[src/rtl/seg7_pkg.sv]
// ---------------------------------------------------------------------------
// seg7_pkg : seven-segment constants and frame types shared with the encoder
// ---------------------------------------------------------------------------
`default_nettype none

package seg7_pkg;

  // Active-low segment patterns, bit order {g,f,e,d,c,b,a}
  localparam logic [6:0] SEG_0 = 7'b1000000;
  localparam logic [6:0] SEG_1 = 7'b1111001;
  localparam logic [6:0] SEG_2 = 7'b0100100;
  localparam logic [6:0] SEG_3 = 7'b0110000;
  localparam logic [6:0] SEG_4 = 7'b0011001;
  localparam logic [6:0] SEG_5 = 7'b0010010;
  localparam logic [6:0] SEG_6 = 7'b0000011;
  localparam logic [6:0] SEG_7 = 7'b1111000;
  localparam logic [6:0] SEG_8 = 7'b0000000;
  localparam logic [6:0] SEG_9 = 7'b0010000;

  localparam logic [6:0] SEG_BLANK   = 7'h7F;
  localparam logic [3:0] DIG_INVALID = 4'hF;

  typedef logic [27:0] seg_frame_t;

  typedef struct packed {
    logic [7:0] hi;
    logic [7:0] lo;
    logic [3:0] err;
  } disp_frame_t;

endpackage

`default_nettype wire

[src/rtl/seg7_to_bcd.sv]
// ---------------------------------------------------------------------------
// seg7_to_bcd : exact-match seven-segment pattern to BCD digit decoder
// ---------------------------------------------------------------------------
`default_nettype none

module seg7_to_bcd
  import seg7_pkg::*;
(
  input  logic [6:0] seg,
  output logic [3:0] digit,
  output logic       invalid
);

  always_comb begin
    digit   = DIG_INVALID;
    invalid = 1'b0;
    case (seg)
      SEG_0:   digit = 4'd0;
      SEG_1:   digit = 4'd1;
      SEG_2:   digit = 4'd2;
      SEG_3:   digit = 4'd3;
      SEG_4:   digit = 4'd4;
      SEG_5:   digit = 4'd5;
      SEG_6:   digit = 4'd6;
      SEG_7:   digit = 4'd7;
      SEG_8:   digit = 4'd8;
      SEG_9:   digit = 4'd9;
      default: invalid = 1'b1;
    endcase
  end

endmodule

`default_nettype wire

[src/rtl/hexdisp_reader.sv]
// ---------------------------------------------------------------------------
// hexdisp_reader : debounce four HEX buses, decode to two binary pairs, rev 1.0
// ---------------------------------------------------------------------------
`default_nettype none

module hexdisp_reader
  import seg7_pkg::*;
#(
  parameter int unsigned STABLE_CYCLES = 4
) (
  input  logic       CLK50,
  input  logic       RST,
  input  logic [6:0] HEX0,
  input  logic [6:0] HEX1,
  input  logic [6:0] HEX2,
  input  logic [6:0] HEX3,
  output logic       out_valid,
  input  logic       out_ready,
  output logic [7:0] out_hi,
  output logic [7:0] out_lo,
  output logic [3:0] out_err,
  output logic [7:0] drop_cnt
);

  localparam logic [7:0] STABLE_C = 8'(STABLE_CYCLES);

  seg_frame_t  hex_in;
  seg_frame_t  s_q, snap_q, snap_d;
  logic [7:0]  cnt_q, cnt_d;
  disp_frame_t out_q, out_d, pend_q, pend_d, new_frame;
  logic        out_valid_q, out_valid_d, pend_valid_q, pend_valid_d;
  logic [7:0]  drop_q, drop_d;
  logic        accept, handshake;

  logic [3:0] dig [4];
  logic [3:0] inv;

  assign hex_in = {HEX3, HEX2, HEX1, HEX0};

  for (genvar i = 0; i < 4; i++) begin : g_dec
    seg7_to_bcd u_dec (
      .seg     (s_q[7*i +: 7]),
      .digit   (dig[i]),
      .invalid (inv[i])
    );
  end

  function automatic logic [7:0] pair_to_bin(input logic [3:0] dh, input logic [3:0] dl,
                                             input logic bad);
    logic [7:0] v;
    v = {4'd0, dh} * 8'd10 + {4'd0, dl};
    return bad ? 8'hFF : v;
  endfunction

  always_comb begin
    new_frame.hi  = pair_to_bin(dig[3], dig[2], inv[3] | inv[2]);
    new_frame.lo  = pair_to_bin(dig[1], dig[0], inv[1] | inv[0]);
    new_frame.err = inv;
  end

  // Accept only on the edge where the count first reaches the threshold
  always_comb begin
    cnt_d = 8'd0;
    if (hex_in == s_q)
      cnt_d = (cnt_q >= STABLE_C) ? STABLE_C : cnt_q + 8'd1;
    accept    = (cnt_d == STABLE_C) && (cnt_q != STABLE_C) && (s_q != snap_q);
    handshake = out_valid_q && out_ready;
  end

  always_comb begin
    out_d        = out_q;
    out_valid_d  = out_valid_q;
    pend_d       = pend_q;
    pend_valid_d = pend_valid_q;
    drop_d       = drop_q;
    snap_d       = snap_q;
    if (accept) begin
      snap_d = s_q;
      if (!out_valid_q) begin
        out_d       = new_frame;
        out_valid_d = 1'b1;
      end else if (handshake) begin
        if (pend_valid_q) begin
          out_d  = pend_q;
          pend_d = new_frame;
        end else begin
          out_d = new_frame;
        end
      end else begin
        pend_d       = new_frame;
        pend_valid_d = 1'b1;
        if (pend_valid_q && drop_q != 8'hFF)
          drop_d = drop_q + 8'd1;
      end
    end else if (handshake) begin
      if (pend_valid_q) begin
        out_d        = pend_q;
        pend_valid_d = 1'b0;
      end else begin
        out_valid_d = 1'b0;
      end
    end
  end

  always_ff @(posedge CLK50) begin
    if (RST) begin
      s_q          <= '1;
      snap_q       <= '1;
      cnt_q        <= 8'd0;
      out_q        <= '0;
      out_valid_q  <= 1'b0;
      pend_q       <= '0;
      pend_valid_q <= 1'b0;
      drop_q       <= 8'd0;
    end else begin
      s_q          <= hex_in;
      snap_q       <= snap_d;
      cnt_q        <= cnt_d;
      out_q        <= out_d;
      out_valid_q  <= out_valid_d;
      pend_q       <= pend_d;
      pend_valid_q <= pend_valid_d;
      drop_q       <= drop_d;
    end
  end

  assign out_valid = out_valid_q;
  assign out_hi    = out_q.hi;
  assign out_lo    = out_q.lo;
  assign out_err   = out_q.err;
  assign drop_cnt  = drop_q;

endmodule

`default_nettype wire

[config.mk]
export PLATFORM = sky130hd
export DESIGN_NAME = hexdisp_reader
export DESIGN_NICKNAME = d
export VERILOG_FILES = /design/src/rtl/seg7_pkg.sv /design/src/rtl/seg7_to_bcd.sv /design/src/rtl/hexdisp_reader.sv
export SDC_FILE = /design/constraint.sdc
export NUM_CORES = 1
export LEC_CHECK = 0
export BUFFER_PORTS_ARGS = -buffer_cell sky130_fd_sc_hd__buf_2
export CORE_ASPECT_RATIO = 1.4
export CORE_UTILIZATION = 50
export DETAILED_ROUTE_END_ITERATION = 6
export PLACE_DENSITY_LB_ADDON = 0.2
export RECOVER_POWER = 50
export SYNTH_ARGS = -nofsm -noshare
export SYNTH_HDL_FRONTEND = slang
export SYNTH_SLANG_ARGS = --single-unit
[constraint.sdc]
create_clock -name CLK50 -period 5.04 [get_ports CLK50]
set_clock_uncertainty 0.05 [all_clocks]
set_input_delay 0.252 -clock CLK50 [delete_from_list [all_inputs] [get_ports CLK50]]
set_output_delay 0.252 -clock CLK50 [all_outputs]
set_load 0.02 [all_outputs]
==> metrics.md <==
| Metric | Value |
|---|---|
| Status | `finished, violations left` |
| Violated checks | `capacitance limit, slew limit` |
| Tcrit/Tclk final | `87.7%` |
| First-pass GRT wire length | `23700 um` |
| Final Net Count | `805` |
| Largest net degree at the start of global routing | `79` |
| Multi-input logic area | `3570 sq um` |
| Total GRT Usage | `24.1%` |
| DR vias | `5140` |
| Critical path startpoint category | `register` |
| Htree depth | `4` |
| Fmax achieved | `226 MHz` |
| Initial antenna violation count | `0` |
| # IOs | `60` |
| Final setup fails | `0` |
| Mapped Area | `6130 sq um` |
| Final Hold Fails | `0` |
| Total gr overflow | `0` |
| Vias in the first global route | `4984` |
| Starting Density | `51.6%` |
| Commonest non-fill, non-tap cell in the layout | `dfxtp_1` |
| HP Class | `in -> reg` |
| Cell variety after synth | `62` |
| Row count | `47` |
| Most frequent cells in the layout | `dfxtp_1, nand2_1, nor2_1` |
| Hold depth | `2` |
| Worst-path maximum fanout | `13` |
| Average size of a mapped cell | `8.66 sq um` |
| Avg WL per Cell | `15.7 um` |
| Ys async rst share | `0%` |
| Antenna cells | `0` |
| TritonCTS Buffers | `17` |
| Routability Congestion | `0.902` |
| Seq cells post-synth | `114` |
| Post-layout minimum cycle time | `4.42 ns` |
| Post-route cell area | `7080 sq um` |
| Critical Path Start | `s_q[22]$_SDFF_PP1_` |
| Worst-margin pin slew | `3.11 ns` |
| Reg2Reg Depth | `14` |
| Fillers | `1071` |
| Post-DRT Antenna Nets | `0` |
| Gate Count Post-Synth | `708` |
| Drt drc | `0` |
| Die ar. | `12700 sq um` |
| Worst-path clk slew | `0.05 ns` |
| PortBufs | `59` |
| Power Dens Cells | `319 nW/um^2` |
| Worst-Skew Late Latency | `0.41 ns` |
| Setup repair bufs after CTS | `0` |
| Max-slew headroom | `-107%` |
| Number of flops mapped to enable cells by yosys | `0` |
| DP HPWL | `10300 um` |
| CTS tree | `yes` |
| Placed cell area | `6430 sq um` |
| Core area | `11900 sq um` |
| Post-synthesis sequential area ratio | `37.2%` |
| Worst VDD drop | `0.000237 V` |
| Number of max-cap violations | `1` |
| Synth Flop Type | `dfxtp_1` |
| Critical Path RT | `5.13 ns` |
| Area added between synthesis and finish | `15.6%` |
| Layout cells sized above 1 | `12.8%` |
| Crit Path Category | `reg -> reg` |
| Root Driver | `clkbuf_16` |
| Final WL | `14300 um` |
| RSZ-0062 raised after global routing | `no` |
| Drt initial violations | `237` |
| FF-to-FF Start | `s_q[22]$_SDFF_PP1_` |
| CP arrival | `4.51 ns` |
| Yosys warnings | `0` |
| CTS sink count | `114` |
| Critical path capture point type | `register` |
| Clock buffer depth | `2` |
| Chip height | `133 um` |
| Drt via density | `5.63` |
| Fin. max-slew vios | `79` |
| Die X | `95.6 um` |
| Hold Crit Start | `HEX1[1]` |
| Final setup TNS | `0 ns` |
| Iteration count of the initial detailed-routing pass | `5` |
| Register area | `2280 sq um` |
| Pleak | `2.64 nW` |
## routing by layer
layer / vias up / share of wire [%] / GRT usage [%]
li1: 2563 / - / -
met1: 2404 / 42 / 28.1
met2: 142 / 51 / 41.1
met3: 31 / 4.1 / 4.94
met4: 0 / 3.8 / 12.2
met5: - / 0 / 0
## worst max-delay path: stages, from the launching register on
cell       delay, ns
dfxtp_1         0.58
nor2_1          0.13
a31oi_1         0.21
o21ai_0         0.12
a211oi_2        0.65
nand2b_1        0.21
ha_1            0.24
ha_1            0.23
fa_1            0.48
nand2_1         0.12
nor2_1          0.07
mux2_2          0.27
a2111oi_0       0.55
or2_1           0.17
a21oi_1         0.06
## metrics by stage
step	setup slack [ns]	util (%)	total power, W	hold slack (ns)	std cells
after floorplan	1.10	-	0.00107	0.309	712
after global placement	0.624	54.2	0.00112	0.386	869
after detailed placement	0.330	54.2	0.00112	0.397	869
after CTS	0.345	60.1	0.00228	0.000316	913
after global routing	0.202	59.6	0.00234	0.00243	913
final	0.620	59.6	0.00226	0.00721	913
## sequential cells by signal (all words and copies together), names as in the netlist
signal / flops
pend_valid_q: 1
out_hi: 8
drop_cnt: 8
out_valid: 1
out_lo: 8
cnt_q: 8
out_err: 4
pend_q: 20
s_q: 28
snap_q: 28
## Yosys cell counts (all sizes together), types with 10 or more instances
library cell  number  area [sq um]
dfxtp            114          2280
nand2             82           310
nor2              54           203
xnor2             51           447
mux2i             46           460
clkbuf            41           154
or2               31           194
xor2              24           210
nand3             21           105
nand4             20           125
a21oi             18          90.1
a31oi             17           106
ha                16           200
inv               15          56.3
a22oi             14           105
buf               13          71.3
o21ai             11          55.1
nor4              10          62.6
or3               10          62.6
## power breakdown
part	internal (W)	switching, W
sequential	0.000917	0.0000349
combinational	0.0000763	0.0000843
clock	0.000743	0.000407
total	0.00174	0.000526
## cell families (layout without fill, tap and decap cells)
kind of cell / after synthesis / in the layout / synth area share [%]
buf+inv: 69 / 123 / 4.59
compound gates: 97 / 97 / 11.1
fa+ha+maj: 20 / 20 / 4.57
xor+xnor: 75 / 75 / 10.7
simple gates: 284 / 284 / 23.8
flops: 114 / 114 / 37.2
other cells: 1 / 5 / 0.0612
mux: 48 / 48 / 7.88
## cell type report
class                      count  share of cell area (%)
clock buffer                  20                    6.45
clock inverter                11                    1.59
inverter                      15                   0.795
multi-input combinational    529                    50.4
sequential                   114                    32.2
tap                          147                    2.60
timing repair buffer          77                    5.97
## worst paths after layout
path | to | slack (ns)
setup / recovery | pend_q[19]$_SDFFE_PP0P_ | 0.62
hold reg to reg | out_lo[6]$_SDFFE_PP0P_ | 0.41
hold / removal | s_q[8]$_SDFF_PP1_ | 0.007
setup reg to reg | pend_q[19]$_SDFFE_PP0P_ | 0.62
## timing repair
action,4_1_cts,5_1_grt
setup endpoints to repair,0,1
hold buffers,13,0
resized for setup,0,1
hold endpoints to repair,13,0
Note: power is estimated with default switching activity, not from simulation.
